### src/rtl/l1_mem_pkg.sv
// Shared types, default widths and the round-robin pick rule for the L1 refill path.
package l1_mem_pkg;

  localparam int BLOCK_W = 128;
  localparam int ADDR_W  = 28;

  typedef enum logic {OWN_I = 1'b0, OWN_D = 1'b1} owner_e;
  typedef enum logic [1:0] {IDLE = 2'd0, MEM = 2'd1, DONE = 2'd2} state_e;
  typedef logic [BLOCK_W-1:0] block_t;

  // On a tie the requester that did not win last time goes first.
  function automatic owner_e rr_pick(input logic i_req, input logic d_req, input owner_e last_grant);
    owner_e pick;
    if (i_req && d_req) begin
      pick = (last_grant == OWN_D) ? OWN_I : OWN_D;
    end else if (d_req) begin
      pick = OWN_D;
    end else begin
      pick = OWN_I;
    end
    return pick;
  endfunction

endpackage

### src/rtl/l1_refill_arbiter_rr_arb2.sv
// Two-way round-robin arbiter: combinational grant plus an enabled last_grant register.
module rr_arb2
  import l1_mem_pkg::*;
(
  input  logic   clk,
  input  logic   rst,
  input  logic   i_req,
  input  logic   d_req,
  input  logic   upd_en,
  input  owner_e upd_owner,
  output logic   gnt_valid,
  output owner_e gnt_owner
);

  owner_e last_grant_r;

  // Last completed owner; reset favours IL1 on the first tie.
  always_ff @(posedge clk or posedge rst) begin
    if (rst) begin
      last_grant_r <= OWN_D;
    end else if (upd_en) begin
      last_grant_r <= upd_owner;
    end else begin
      last_grant_r <= last_grant_r;
    end
  end

  assign gnt_valid = i_req | d_req;
  assign gnt_owner = rr_pick(i_req, d_req, last_grant_r);

endmodule

### src/rtl/l1_refill_arbiter.sv
// Arbitrates IL1 and DL1 block requests onto one main-memory port with a timeout abort.
module l1_refill_arbiter #(
  parameter int BLOCK_W = l1_mem_pkg::BLOCK_W,
  parameter int ADDR_W  = l1_mem_pkg::ADDR_W,
  parameter int TIMEOUT = 64
) (
  input  logic               CLK,
  input  logic               RST,
  input  logic               i_req,
  input  logic [ADDR_W-1:0]  i_addr,
  output logic               i_delivered,
  output logic [BLOCK_W-1:0] i_block,
  input  logic               d_req,
  input  logic               d_we,
  input  logic [ADDR_W-1:0]  d_addr,
  input  logic [BLOCK_W-1:0] d_wblock,
  output logic               d_delivered,
  output logic [BLOCK_W-1:0] d_block,
  output logic               mem_req,
  output logic               mem_we,
  output logic [ADDR_W-1:0]  mem_addr,
  output logic [BLOCK_W-1:0] mem_wdata,
  input  logic [BLOCK_W-1:0] mem_rdata,
  input  logic               mem_ready,
  output logic               err,
  output logic               busy
);
  import l1_mem_pkg::*;

  localparam int CNT_W = (TIMEOUT > 2) ? $clog2(TIMEOUT) : 1;

  state_e              state_r, state_n;
  owner_e              owner_r, owner_n;
  logic [ADDR_W-1:0]   addr_r, addr_n;
  logic                we_r, we_n;
  logic [BLOCK_W-1:0]  wdata_r, wdata_n;
  logic [BLOCK_W-1:0]  i_block_r, i_block_n, d_block_r, d_block_n;
  logic [CNT_W-1:0]    cnt_r, cnt_n;
  logic                mem_req_r, mem_req_n, err_r, err_n, busy_r, busy_n;
  logic                i_del_r, i_del_n, d_del_r, d_del_n;
  logic                gnt_valid_s, arb_upd_s;
  owner_e              gnt_owner_s;

  rr_arb2 u_arb (
    .clk       (CLK),
    .rst       (RST),
    .i_req     (i_req),
    .d_req     (d_req),
    .upd_en    (arb_upd_s),
    .upd_owner (owner_r),
    .gnt_valid (gnt_valid_s),
    .gnt_owner (gnt_owner_s)
  );

  // Next-state and next-register values; MEM with mem_req low is the one-cycle abort tail.
  always_comb begin
    state_n   = state_r;
    owner_n   = owner_r;
    addr_n    = addr_r;
    we_n      = we_r;
    wdata_n   = wdata_r;
    i_block_n = i_block_r;
    d_block_n = d_block_r;
    cnt_n     = cnt_r;
    mem_req_n = mem_req_r;
    err_n     = 1'b0;
    i_del_n   = 1'b0;
    d_del_n   = 1'b0;
    arb_upd_s = 1'b0;
    case (state_r)
      IDLE: begin
        cnt_n = {CNT_W{1'b0}};
        if (gnt_valid_s) begin
          state_n   = MEM;
          owner_n   = gnt_owner_s;
          mem_req_n = 1'b1;
          if (gnt_owner_s == OWN_I) begin
            addr_n  = i_addr;
            we_n    = 1'b0;
            wdata_n = {BLOCK_W{1'b0}};
          end else begin
            addr_n  = d_addr;
            we_n    = d_we;
            wdata_n = d_wblock;
          end
        end else begin
          state_n = IDLE;
        end
      end
      MEM: begin
        if (!mem_req_r) begin
          state_n = IDLE;
          cnt_n   = {CNT_W{1'b0}};
        end else if (mem_ready) begin
          state_n   = DONE;
          mem_req_n = 1'b0;
          cnt_n     = {CNT_W{1'b0}};
          arb_upd_s = 1'b1;
          if (owner_r == OWN_I) begin
            i_del_n   = 1'b1;
            i_block_n = mem_rdata;
          end else begin
            d_del_n = 1'b1;
            if (!we_r) begin
              d_block_n = mem_rdata;
            end else begin
              d_block_n = d_block_r;
            end
          end
        end else if (cnt_r == CNT_W'(TIMEOUT - 2)) begin
          err_n     = 1'b1;
          mem_req_n = 1'b0;
          cnt_n     = cnt_r + CNT_W'(1'b1);
          arb_upd_s = 1'b1;
        end else begin
          cnt_n = cnt_r + CNT_W'(1'b1);
        end
      end
      DONE: begin
        state_n = IDLE;
      end
      default: begin
        state_n   = IDLE;
        mem_req_n = 1'b0;
      end
    endcase
    busy_n = (state_n != IDLE);
  end

  // All state and every output lives in these registers.
  always_ff @(posedge CLK or posedge RST) begin
    if (RST) begin
      state_r   <= IDLE;
      owner_r   <= OWN_I;
      addr_r    <= {ADDR_W{1'b0}};
      we_r      <= 1'b0;
      wdata_r   <= {BLOCK_W{1'b0}};
      i_block_r <= {BLOCK_W{1'b0}};
      d_block_r <= {BLOCK_W{1'b0}};
      cnt_r     <= {CNT_W{1'b0}};
      mem_req_r <= 1'b0;
      err_r     <= 1'b0;
      busy_r    <= 1'b0;
      i_del_r   <= 1'b0;
      d_del_r   <= 1'b0;
    end else begin
      state_r   <= state_n;
      owner_r   <= owner_n;
      addr_r    <= addr_n;
      we_r      <= we_n;
      wdata_r   <= wdata_n;
      i_block_r <= i_block_n;
      d_block_r <= d_block_n;
      cnt_r     <= cnt_n;
      mem_req_r <= mem_req_n;
      err_r     <= err_n;
      busy_r    <= busy_n;
      i_del_r   <= i_del_n;
      d_del_r   <= d_del_n;
    end
  end

  assign i_delivered = i_del_r;
  assign d_delivered = d_del_r;
  assign i_block     = i_block_r;
  assign d_block     = d_block_r;
  assign mem_req     = mem_req_r;
  assign mem_we      = we_r;
  assign mem_addr    = addr_r;
  assign mem_wdata   = wdata_r;
  assign err         = err_r;
  assign busy        = busy_r;

endmodule
### config.mk
export PLATFORM = sky130hd
export DESIGN_NAME = l1_refill_arbiter
export DESIGN_NICKNAME = d
export VERILOG_FILES = /design/src/rtl/l1_mem_pkg.sv /design/src/rtl/l1_refill_arbiter_rr_arb2.sv /design/src/rtl/l1_refill_arbiter.sv
export SDC_FILE = /design/constraint.sdc
export NUM_CORES = 1
export LEC_CHECK = 0
export ABC_CLOCK_PERIOD_IN_PS = 21200
export CORE_AREA = 4 4 285 287
export DETAILED_ROUTE_END_ITERATION = 10
export DIE_AREA = 0 0 289 291
export PLACE_DENSITY = 0.57
export SYNTH_ARGS = -nofsm -noshare
export SYNTH_HDL_FRONTEND = slang
export SYNTH_SLANG_ARGS = --single-unit
### constraint.sdc
create_clock -name CLK -period 21.2 [get_ports CLK]
set_input_delay 4.24 -clock CLK [delete_from_list [all_inputs] [get_ports CLK]]
set_output_delay 4.24 -clock CLK [all_outputs]
set_load 0.01 [all_outputs]
==> results.py <==
metrics = {
    "clock_network": {
        "clock_latency_ns": 0.57,
        "postCtsHoldBufs": 0,
        "clockBufferDepth": 3,
        "htree_num_levels": 2,
        "cts-root-buf": "clkbuf_16",
        "cts_setup_buffers": 0,
        "path_clk_slew_ns": 0.06,
        "cts_tree": "yes",
        "cts-resized-gates": 0,
        "cts_sinks": 428,
        "cts_buffers": 49,
    },
    "synthesis": {
        "ys_seq_area_frac": 0.652,
        "synth_cell_types": 37,
        "synth_flop_cell": "dfrtp_1",
        "synth_edf_count": 0,
        "synth_area_per_cell_um2": 16.3,
        "syn_inst": 1010,
        "synthArstFlopShare": 1.00,
        "netlist_area_mm2": 0.0164,
        "synth_seq_cells": 428,
        "ys.warnings.count": 0,
        "synth_nets": 1330,
    },
    "power": {
        "peakVddDrop_mv": 0.0891,
        "power.density_mw_per_mm2": 156,
        "p_leak_nw": 11.2,
    },
    "placed_design": {
        "place_hpwl_um": 40900,
        "io_buffers": 735,
        "routabilityCongestion": 0.830,
        "pre_cts_slack_ns": 13.55,
    },
    "critical_path": {
        "r2r_slack_ns": 17.86,
        "cp-start-kind": "input port",
        "path_class": "input port to register",
        "critPathMaxFanout": 67,
        "crit_path_max_incr_delay_ns": 0.95,
        "cpMaxStageDelayCell": "a21boi_4",
        "cp_data_required_time_ns": 21.70,
        "end_kind": "register",
        "worst-endpoint-arrival_ns": 7.54,
        "path_cells": "clkdlybuf4s50_1 > a21boi_4 > and2_4 > buf_4 > a22o_1",
    },
    "drt": {
        "wl_um": 55600,
        "drt_iter0_markers": 356,
        "vias_per_cell": 4.01,
        "vias": 11300,
        "first_pass_iters": 4,
        "wire_per_inst_um": 19.7,
        "ant_nets": 0,
        "drc": 0,
    },
    "floorplan": {
        "io_pins": 736,
        "die_y_um": 291,
        "die_area_mm2": 0.0841,
        "initial_core_util": 0.209,
        "rows": 103,
        "core_area_mm2": 0.0786,
        "die_x_um": 289,
    },
    "timing": {
        "hold_viol": 0,
        "finalWorstSetupSlack_ns": 14.16,
        "report.final.slew_viol_count": 0,
        "finalClockSkew_ns": 0.0206,
        "post-route-period-util": 0.332,
        "fmax_mhz": 142,
        "setup-violations-final": 0,
        "finalSetupTns_ns": 0,
        "holdWs_ns": 0.477,
        "rsz0062_at_grt": "no",
        "fin_crit_ns": 7.04,
        "relSlewSlack": 0.204,
        "tightest_slew_ns": 1.19,
    },
    "layout": {
        "num-fill-cells": 7624,
        "area_delta_synth_final_pct": 60.5,
        "fin_nets": 2059,
        "drive_above_1_share": 0.199,
    },
    "global_route": {
        "grt_pass1_wl_um": 81700,
        "grt_use_total": 0.126,
        "grt.overflow.total": 0,
        "grt_max_degree": 190,
        "antenna_found_initial": 8,
        "grt_pass1_vias": 12500,
    },
    "run_status": {
        "status": "complete, no violations",
    },
    "min_path": {
        "min_path_type": "register to register",
    },
    "job": {
        "maxCapViolCount": 0,
    },
}
-- cells in the final DEF (no fill, tap or decap), types with 2 or more instances in the layout --
master / netlist / final
clkdlybuf4s50_1: 0 / 735
a22o_1: 129 / 129
mux2i_1: 28 / 28
buf_12: 11 / 2
clkbuf_16: 0 / 50
ha_1: 2 / 2
mux2_2: 156 / 156
nand2_1: 33 / 33
nand2b_1: 2 / 2
mux2_4: 100 / 100
nor2_1: 3 / 3
bufinv_16: 0 / 5
and2_4: 1 / 2
nor2b_1: 2 / 2
diode_2: 0 / 3
clkbuf_1: 27 / 9
clkbuf_8: 0 / 9
o31ai_1: 2 / 2
inv_1: 3 / 2
clkinv_2: 0 / 11
buf_4: 11 / 9
dfrtp_1: 427 / 427
o21ai_0: 36 / 36
-- critical path, delay by kind of cell --
kind | cells | cell delay, ns
buffers and inverters | 2 | 1.19
AO/OA/AOI/OAI | 2 | 1.21
AND/OR/NAND/NOR | 1 | 0.79
-- registers in the layout, summed over array words and instances (netlist names), 2 cells and up --
register,flops
cnt_r,6
d_block,128
i_block,128
mem_addr,28
mem_wdata,128
state_r,2
-- cell usage after synthesis, types with 2 or more instances --
cell,number,area (µm²)
dfrtp_1,427,10700
mux2_2,156,1760
a22o_1,129,1130
mux2_4,100,1500
o21ai_0,36,180
nand2_1,33,124
mux2i_1,28,280
clkbuf_1,27,101
buf_2,12,60.1
buf_12,11,220
buf_4,11,82.6
buf_6,4,45.0
buf_1,3,11.3
inv_1,3,11.3
nor2_1,3,11.3
and2_1,2,12.5
ha_1,2,25.0
nand2b_1,2,12.5
nor2b_1,2,12.5
o31ai_1,2,15.0
-- through the flow --
stage	utilization	std cells	cell area (µm²)	power [mW]
after detailed placement	0.315	2738	24700	3.30
after global placement	0.315	2738	24700	3.27
final	0.336	2828	26400	4.11
after global routing	0.336	2825	26400	4.35
after floorplan	-	1010	16400	2.21
after CTS	0.336	2825	26400	4.20
-- final timing paths --
| path | startpoint | endpoint | depth (start not counted) |
|---|---|---|---|
| max in group asynchronous | RST | i_block[74] | 4 |
| worst max register to register | state_r[1] | d_block[123] | 6 |
| worst min register to register | mem_addr[9] | mem_addr[9] | 2 |
| min in group asynchronous | RST | d_block[102] | 2 |
| worst max-delay path | d_req | mem_wdata[29] | 5 |
| worst min-delay path | mem_addr[9] | mem_addr[9] | 2 |
-- metal layers --
metal / track usage / vias up / share of wire
li1: - / 5124 / -
met1: 0.135 / 5634 / 0.36
met2: 0.230 / 503 / 0.52
met3: 0.0490 / 81 / 0.099
met4: 0.0332 / 6 / 0.026
met5: 0 / - / 0.00074
-- power breakdown --
part | leakage [nW] | switching [mW] | total (mW) | internal [mW]
Clock | 0.816 | 0.339 | 0.862 | 0.523
Combinational | 5.04 | 0.703 | 1.79 | 1.09
Sequential | 5.30 | 0.244 | 1.46 | 1.21
-- kinds of logic after synthesis --
kind of cell	count (synthesis)	synth area share
buf+inv	71	0.0324
flops	428	0.652
fa+ha+maj	2	0.00152
compound gates	173	0.0831
mux	285	0.216
simple gates	51	0.0153
-- layout make-up --
class,count,area [µm²],share of cell area
antenna,3,7.51,0.000285
clock buffer,68,1410,0.0534
clock inverter,19,238,0.00901
inverter,3,18.8,0.000711
multi-input combinational,511,5220,0.198
sequential,428,10700,0.406
tap,1050,1310,0.0498
timing repair buffer,746,7460,0.283
(Power assumes the default switching activity.)
